===== src/rtl/fp_wb_queue_if.sv =====
// Bundle between the FP adder/multiplier, the FP writeback queue and the register-file write port.
// master = producers and register-file side, slave = the queue itself.
interface fp_wb_queue_if #(
  parameter int DEPTH = 4
);
  localparam int CW = $clog2(DEPTH) + 1;

  logic          FADD_Done;
  logic [31:0]   FADD_Result;
  logic [3:0]    FADD_WA3;
  logic          FMUL_Done;
  logic [31:0]   FMUL_Result;
  logic [3:0]    FMUL_WA3;
  logic          WB_Ready;
  logic          WE3_FP;
  logic [3:0]    WA3_FP;
  logic [31:0]   WD3_FP;
  logic          Full;
  logic [CW-1:0] Count;
  logic          Overflow;

  // Handshake: an entry is written to the register file at an edge where WE3_FP && WB_Ready;
  // a Done pulse high at an edge enqueues its result regardless of any ready signal.
  modport master (
    output FADD_Done, FADD_Result, FADD_WA3,
    output FMUL_Done, FMUL_Result, FMUL_WA3,
    output WB_Ready,
    input  WE3_FP, WA3_FP, WD3_FP, Full, Count, Overflow
  );

  modport slave (
    input  FADD_Done, FADD_Result, FADD_WA3,
    input  FMUL_Done, FMUL_Result, FMUL_WA3,
    input  WB_Ready,
    output WE3_FP, WA3_FP, WD3_FP, Full, Count, Overflow
  );
endinterface


===== src/rtl/fp_wb_queue.sv =====
// FIFO merging FP adder and multiplier results onto the single register-file FP write port.
// Optional macro FPWBQ_FWD_EN adds two read-address forwarding lookups into the queued entries.
module fp_wb_queue #(
  parameter int DEPTH = 4
) (
  input  logic        CLK,
  input  logic        Reset,
  fp_wb_queue_if.slave wb
`ifdef FPWBQ_FWD_EN
  ,
  input  logic [3:0]  RA1,
  input  logic [3:0]  RA2,
  output logic        FwdHit1,
  output logic [31:0] FwdData1,
  output logic        FwdHit2,
  output logic [31:0] FwdData2
`endif
);
  localparam int AW = $clog2(DEPTH);
  localparam int CW = AW + 1;
  localparam logic [CW-1:0] DEPTH_C = CW'(DEPTH);

  logic [3:0]    wa_mem [DEPTH];
  logic [31:0]   wd_mem [DEPTH];
  logic [AW-1:0] rd_ptr;
  logic [AW-1:0] wr_ptr;
  logic [AW-1:0] fmul_ptr;
  logic [CW-1:0] count;
  logic          overflow;

  logic          empty;
  logic          deq;
  logic [CW-1:0] free_slots;
  logic          acc_fadd;
  logic          acc_fmul;
  logic          drop;

  assign empty = (count == '0);
  assign deq   = !empty && wb.WB_Ready;

  // The slot freed by a same-edge dequeue is reusable, and FADD claims a slot before FMUL.
  always_comb begin
    free_slots = DEPTH_C - count + CW'(deq);
    acc_fadd   = wb.FADD_Done && (free_slots != '0);
    acc_fmul   = wb.FMUL_Done && (free_slots > CW'(acc_fadd));
    drop       = (wb.FADD_Done && !acc_fadd) || (wb.FMUL_Done && !acc_fmul);
    fmul_ptr   = acc_fadd ? wr_ptr + AW'(1) : wr_ptr;
  end

  always_ff @(posedge CLK) begin
    if (!Reset) begin
      if (acc_fadd) begin
        wa_mem[wr_ptr] <= wb.FADD_WA3;
        wd_mem[wr_ptr] <= wb.FADD_Result;
      end
      if (acc_fmul) begin
        wa_mem[fmul_ptr] <= wb.FMUL_WA3;
        wd_mem[fmul_ptr] <= wb.FMUL_Result;
      end
    end
  end

  always_ff @(posedge CLK) begin
    if (Reset) begin
      rd_ptr   <= '0;
      wr_ptr   <= '0;
      count    <= '0;
      overflow <= 1'b0;
    end else begin
      rd_ptr   <= rd_ptr + AW'(deq);
      wr_ptr   <= wr_ptr + AW'(acc_fadd) + AW'(acc_fmul);
      count    <= count + CW'(acc_fadd) + CW'(acc_fmul) - CW'(deq);
      overflow <= overflow | drop;
    end
  end

  assign wb.WE3_FP   = !empty;
  assign wb.WA3_FP   = empty ? 4'h0 : wa_mem[rd_ptr];
  assign wb.WD3_FP   = empty ? 32'h0 : wd_mem[rd_ptr];
  assign wb.Full     = (count >= DEPTH_C - CW'(1));
  assign wb.Count    = count;
  assign wb.Overflow = overflow;

`ifdef FPWBQ_FWD_EN
  logic [AW-1:0] fwd_idx;

  // Walk oldest to youngest so the last valid match is the youngest one.
  always_comb begin
    FwdHit1  = 1'b0;
    FwdData1 = 32'h0;
    FwdHit2  = 1'b0;
    FwdData2 = 32'h0;
    fwd_idx  = '0;
    for (int i = 0; i < DEPTH; i++) begin
      fwd_idx = rd_ptr + AW'(i);
      if (CW'(i) < count) begin
        if (wa_mem[fwd_idx] == RA1) begin
          FwdHit1  = 1'b1;
          FwdData1 = wd_mem[fwd_idx];
        end
        if (wa_mem[fwd_idx] == RA2) begin
          FwdHit2  = 1'b1;
          FwdData2 = wd_mem[fwd_idx];
        end
      end
    end
  end
`endif
endmodule


===== src/flat_wrapper.sv =====
// flat-port wrapper written by rule: the top's interface ports become plain ports
module fp_wb_queue_flat 
#(
  parameter int DEPTH = 4
)
  (CLK, Reset, wb_FADD_Done, wb_FADD_Result, wb_FADD_WA3, wb_FMUL_Done, wb_FMUL_Result, wb_FMUL_WA3, wb_WB_Ready, wb_WE3_FP, wb_WA3_FP, wb_WD3_FP, wb_Full, wb_Count, wb_Overflow);
  fp_wb_queue_if #(.DEPTH(DEPTH)) wb_i ();
  input  logic CLK;
  input  logic Reset;
  input wire logic [$bits(wb_i.FADD_Done)-1:0] wb_FADD_Done;
  input wire logic [$bits(wb_i.FADD_Result)-1:0] wb_FADD_Result;
  input wire logic [$bits(wb_i.FADD_WA3)-1:0] wb_FADD_WA3;
  input wire logic [$bits(wb_i.FMUL_Done)-1:0] wb_FMUL_Done;
  input wire logic [$bits(wb_i.FMUL_Result)-1:0] wb_FMUL_Result;
  input wire logic [$bits(wb_i.FMUL_WA3)-1:0] wb_FMUL_WA3;
  input wire logic [$bits(wb_i.WB_Ready)-1:0] wb_WB_Ready;
  output wire logic [$bits(wb_i.WE3_FP)-1:0] wb_WE3_FP;
  output wire logic [$bits(wb_i.WA3_FP)-1:0] wb_WA3_FP;
  output wire logic [$bits(wb_i.WD3_FP)-1:0] wb_WD3_FP;
  output wire logic [$bits(wb_i.Full)-1:0] wb_Full;
  output wire logic [$bits(wb_i.Count)-1:0] wb_Count;
  output wire logic [$bits(wb_i.Overflow)-1:0] wb_Overflow;
  assign wb_i.FADD_Done = wb_FADD_Done;
  assign wb_i.FADD_Result = wb_FADD_Result;
  assign wb_i.FADD_WA3 = wb_FADD_WA3;
  assign wb_i.FMUL_Done = wb_FMUL_Done;
  assign wb_i.FMUL_Result = wb_FMUL_Result;
  assign wb_i.FMUL_WA3 = wb_FMUL_WA3;
  assign wb_i.WB_Ready = wb_WB_Ready;
  assign wb_WE3_FP = wb_i.WE3_FP;
  assign wb_WA3_FP = wb_i.WA3_FP;
  assign wb_WD3_FP = wb_i.WD3_FP;
  assign wb_Full = wb_i.Full;
  assign wb_Count = wb_i.Count;
  assign wb_Overflow = wb_i.Overflow;
  fp_wb_queue #(.DEPTH(DEPTH)) u_core (.CLK(CLK), .Reset(Reset), .wb(wb_i));
endmodule

===== config.mk =====
export PLATFORM = sky130hd
export DESIGN_NAME = fp_wb_queue_flat
export DESIGN_NICKNAME = d
export VERILOG_FILES = /design/src/rtl/fp_wb_queue_if.sv /design/src/rtl/fp_wb_queue.sv /design/src/flat_wrapper.sv
export SDC_FILE = /design/constraint.sdc
export NUM_CORES = 1
export LEC_CHECK = 0
export CAP_MARGIN = 5
export CORE_MARGIN = 3
export CORE_UTILIZATION = 40
export DETAILED_ROUTE_END_ITERATION = 6
export GPL_ROUTABILITY_DRIVEN = 0
export PLACE_DENSITY = 0.63
export SYNTH_ARGS = -nofsm -noshare
export SYNTH_HDL_FRONTEND = slang
export SYNTH_SLANG_ARGS = --single-unit

===== constraint.sdc =====
create_clock -name CLK -period 9 [get_ports CLK]
set_input_delay 1.8 -clock CLK [delete_from_list [all_inputs] [get_ports CLK]]
set_output_delay 1.8 -clock CLK [all_outputs]
set_load 0.005 [all_outputs]

# Word level (Yosys, flattened, before mapping)
# Memory sizes are Yosys's and may differ from the RTL's. A register that Yosys moved wholly into a read port is not among the register bits.
# Index checks and enable logic that the tools add are counted.
[totals]
ff_bits = 8
n_memories = 2
rom_bits = 0
ram_bits = 144
latch_bits = 0
output_inout_bits = 42
inputBits = 77
word_cells = 40
[mem_list]
columns = ["memory", "depth", "word_bits", "read_ports", "rd_clocked_by_memory_dff", "wr", "line", "text"]
rows = [
  ["u_core.wd_mem", 4, 32, 1, 1, 2, "fp_wb_queue.sv:24", "logic [31:0] wd_mem [DEPTH];"],
  ["u_core.wa_mem", 4, 4, 1, 1, 2, "fp_wb_queue.sv:23", "logic [3:0] wa_mem [DEPTH];"],
]
[op_classes]
shift = 0
n_mul = 0
order_cmp = 2
n_eq_ne = 0
n_mux = 11
addsub = 9
div_mod_pow = 0
bitwise_logic = 1
n_reduce_logical = 11
[op_table]
columns = ["operator", "count"]
rows = [
  ["$mux 32", 1],
  ["$add 3x1->3", 3],
  ["$add 2x1->2", 3],
  ["$mux 1", 6],
  ["$mux 2", 3],
  ["$logic_and 1x1->1", 5],
  ["$mux 4", 1],
  ["$ge 3x2->1 const B", 1],
  ["$gt 3x1->1", 1],
  ["$logic_not 1->1", 3],
  ["$logic_not 3->1", 1],
  ["$reduce_bool 3->1", 1],
  ["$sub 3x1->3", 1],
  ["$sub 3x3->3 const A", 1],
  ["$add 2x1->2 const B", 1],
  ["$logic_or 1x1->1", 1],
  ["$or 1x1->1", 1],
]

# Logic depth before layout (Yosys ltp)
[logic_depth]
depth_word = 12
depth_mapped = 18
depth_no_buf = 17

# Least setup slack after synthesis
# Ideal clock, no wire load.
[synth_timing]
kind = "in2reg"
startpoint = "in wb_WB_Ready"
endpoint = "mem u_core.wa_mem[1][0], enable pin"
setup_time_ns = 0.392
required_time_ns = 8.608
arrival_ns = 5.157
path_buffers = 1
path_slack_ns = 3.451
path_stages = 13
path_cell_list = "nand2_1 > ha_1 > inv_1 > ha_1 > nand2b_1 > o21ai_2 > inv_1 > ha_1 > o21bai_1 > o2111ai_2 > o32ai_4 > buf_6 > a21o_1"
[synth_lines]
columns = ["element", "line", "text"]
rows = [
  ["start: declaration", "flat_wrapper.sv:16", "input wire logic [$bits(wb_i.WB_Ready)-1:0] wb_WB_Ready;"],
  ["end: declaration", "fp_wb_queue.sv:23", ""],
]

==> out/results.ini <==
[worst_setup_path]
worstSetupStartpoint = wb_WB_Ready
slowest_stage = a21o_2
rrSetupSlack_ns = 3.19
endpoint_kind = flop
path_buf_inv = 4
crit_required_ns = 9.04
reg2regPathDepth = 15
cp-start-kind = input port
r2r-start = u_core.wb.Count[1]
critPathCapture = u_core.wd_mem[1][21]
crit_chain = clkdlybuf4s50_1, nand2_1, ha_1, inv_1, ha_1, nand2b_1, o21ai_2, inv_1, ha_1, o21bai_1, o2111ai_2, o32ai_4, buf_4, a21o_2
critical_path.top_delay_family = compound AO/OA/AOI/OAI gates
critical_path_class = input port to flop
crit_arrival_ns = 6.20
slowest_delay_ns = 0.87
cp_max_fo = 37
cp_common_cell = ha_1
cp.depth = 14
r2r-end = u_core.wd_mem[1][21]

[logic_synthesis]
synth_edf_count = 144
synthXorXnorAreaFrac_pct = 0.541
yosys_warnings = 0
synth-compound-area-share_pct = 2.55
synthAdderAreaFrac_pct = 2.36
ys_ff_latch = 152
syn_inst = 456
synth_top_family_by_area = multiplexers
avgSynthCellArea_um2 = 17.2
synthDistinctLibCells = 33
async_flop_share_pct = 0
synth-seq-area-share_pct = 57.0
syn-num-nets = 546
muxShareOfSynthArea_pct = 30.9
syn-cell-area_um2 = 7860
synthSimpleGateAreaFrac_pct = 3.85
synth_ff_type = edfxtp_1

[pwr]
p_leak_nw = 3.20
power.share.sequential_pct = 37.6
power.density_nw_per_um2 = 290
p_total_mw = 2.85
swShare_pct = 29.9
p_int_mw = 2.00
clkPwrFrac_pct = 24.9
pwr-share-comb_pct = 37.5
ir_drop_uv = 169
switching_power_mw = 0.854

[sta]
max_freq_mhz = 162
finalSetupViolCount = 0
hold_viol_final = 0
fin_crit_ns = 6.16
max_slew.worst_pin.slew_ns = 1.08
skew_ns = 0.00765
slew_violations = 0
fin_setup_tns_ns = 0
rsz0062_at_grt = no
finalCritPeriodShare_pct = 68.5
relSlewSlack_pct = 27.8

[clock_network]
cts_max_level = 4
cts_tree = done
ctsResizeCount = 0
clock_path_buffers = 2
cts_sinks = 152
path_clk_slew_ns = 0.06
cts_setup_buffers = 0
insertion_delay_ns = 0.42
numCtsBuffers = 17
postCtsHoldBufs = 0
cts_root_buffer = clkbuf_16

[grt]
grt_pass1_vias = 4765
globalRouteMet1Util_pct = 21.9
use_met2_pct = 29.7
antenna_found_initial = 0
use_met3_pct = 3.91
grt_usage_pct = 17.2
busiest_layer = met2
grt_pass1_wl_um = 27800
grt-ovfl-total = 0
grt_max_degree = 39

[floorplan]
start_util_pct = 41.3
die-width_um = 146
coreArea_um2 = 19000
die-area_um2 = 21400
pin_count = 119
row_count = 50
die_y_um = 146

[job]
maxCapViolCount = 0

[cells_and_area]
design_area_um2 = 9850
nNetsFinal = 663
num_antenna_cells = 0
drive_gt1_share_pct = 38.6
final_cells = 846
areaGrowthSynthToFinish_pct = 25.3

[drt]
drc = 0
finalWirelength_um = 18000
antenna_left = 0
first_pass_iters = 4
num_vias = 4414
via_per_inst = 5.22
first_iter_violations = 284
wl_per_cell_um = 21.2

[min_path]
hp-class = flop to flop
min_from = u_core.wb.Overflow

[placed_design]
dp_hpwl_um = 10300
numPortBuffers = 118
placed_area_um2 = 9260
placed_cells = 814

[status]
outcome = finished clean

==> how the worst min path moves through the flow <==
stage	slack, ns	cells after the start	to
2_1_floorplan	0.47	2	u_core.wb.Overflow
3_3_place_gp	0.47	2	u_core.wb.Overflow
3_5_place_dp	0.50	2	u_core.wb.Overflow
4_1_cts	0.51	2	u_core.wb.Overflow
5_1_grt	0.55	2	u_core.wb.Overflow
6_report	0.51	2	u_core.wb.Overflow
==> cells in the mapped netlist, types with 3 or more instances <==
master	number	area [µm²]
dfxtp_1	8	160
and2_1	36	225
buf_2	3	15.0
mux4_2	36	811
ha_1	10	125
nor2_1	9	33.8
mux2_2	139	1570
buf_4	4	30.0
buf_6	8	90.1
mux2_1	5	56.3
clkbuf_1	9	33.8
a21o_1	4	30.0
inv_1	11	41.3
edfxtp_1	144	4320
fa_1	3	60.1
==> power groups by stage <==
stage,Clock [mW],Combinational [mW],Sequential (mW)
3_3_place_gp,0,1.08,1.08
6_report,0.711,1.07,1.07
5_1_grt,0.751,1.16,1.09
2_1_floorplan,0,0.686,1.03
4_1_cts,0.725,1.10,1.08
3_5_place_dp,0,1.09,1.09
==> worst register-to-register path, cell delays in order, from the launching register on <==
cell,delay (ns)
dfxtp_1,0.33
inv_1,0.14
nand3_2,0.74
nand2_1,0.34
ha_1,0.19
inv_1,0.04
ha_1,0.27
nand2b_1,0.24
o21ai_2,0.40
inv_1,0.09
ha_1,0.28
o21bai_1,0.31
o2111ai_2,0.32
o32ai_4,0.29
buf_4,0.55
a21o_2,0.88
==> logic make-up after synthesis <==
family	after synthesis
AOI/OAI and AO/OA	18
muxes	180
xor gates and xnor gates	4
buffers and inverters	36
adders and majority gates	13
DFF	152
and+or+nand+nor	53
==> layer usage <==
layer	up-vias	wire length [µm]
met2	103	9400
li1	2034	-
met5	-	0
met4	0	201
met3	14	684
met1	2263	7680
==> cell usage in the layout (no fill, tap or decap), drive strengths merged, types with 2 or more instances in the layout <==
| cell | netlist | layout |
|---|---|---|
| a21o | 4 | 4 |
| fa | 3 | 3 |
| inv | 11 | 11 |
| nor2 | 9 | 9 |
| xor2 | 2 | 2 |
| nor2b | 2 | 2 |
| xnor2 | 2 | 2 |
| edfxtp | 144 | 144 |
| bufinv | 0 | 3 |
| buf | 16 | 5 |
| ha | 10 | 10 |
| mux2 | 144 | 144 |
| nand2b | 2 | 2 |
| o32ai | 2 | 2 |
| o21ai | 3 | 3 |
| clkinvlp | 0 | 4 |
| o31a | 2 | 2 |
| and2 | 36 | 36 |
| clkinv | 0 | 7 |
| dfxtp | 8 | 8 |
| mux4 | 36 | 36 |
| o2111ai | 2 | 2 |
| clkdlybuf4s50 | 0 | 118 |
| clkbuf | 9 | 18 |
| o22ai | 2 | 2 |
| nand2 | 2 | 2 |
==> stage by stage <==
step	utilization (%)	setup WS (ns)	hold WS [ns]
after CTS	51.8	2.74	0.510
after global placement	48.7	2.46	0.468
after global routing	51.8	2.51	0.548
after detailed placement	48.7	2.32	0.496
after floorplan	-	3.45	0.471
final	51.8	2.84	0.510
==> sequential cells by signal, indices dropped and copies added, names as in the netlist <==
register,cells
u_core.wd_mem,128
u_core.wr_ptr,2
u_core.rd_ptr,2
u_core.wa_mem,16
u_core.wb.Overflow,1
u_core.wb.Count,3
==> final cells by class <==
cell class | count | area (µm²)
sequential | 152 | 4490
timing repair buffer | 123 | 1220
fill | 1638 | 9170
clock buffer | 18 | 429
tap | 260 | 325
inverter | 11 | 41.3
multi-input combinational | 268 | 3190
clock inverter | 14 | 158
(Power assumes the default switching activity.)
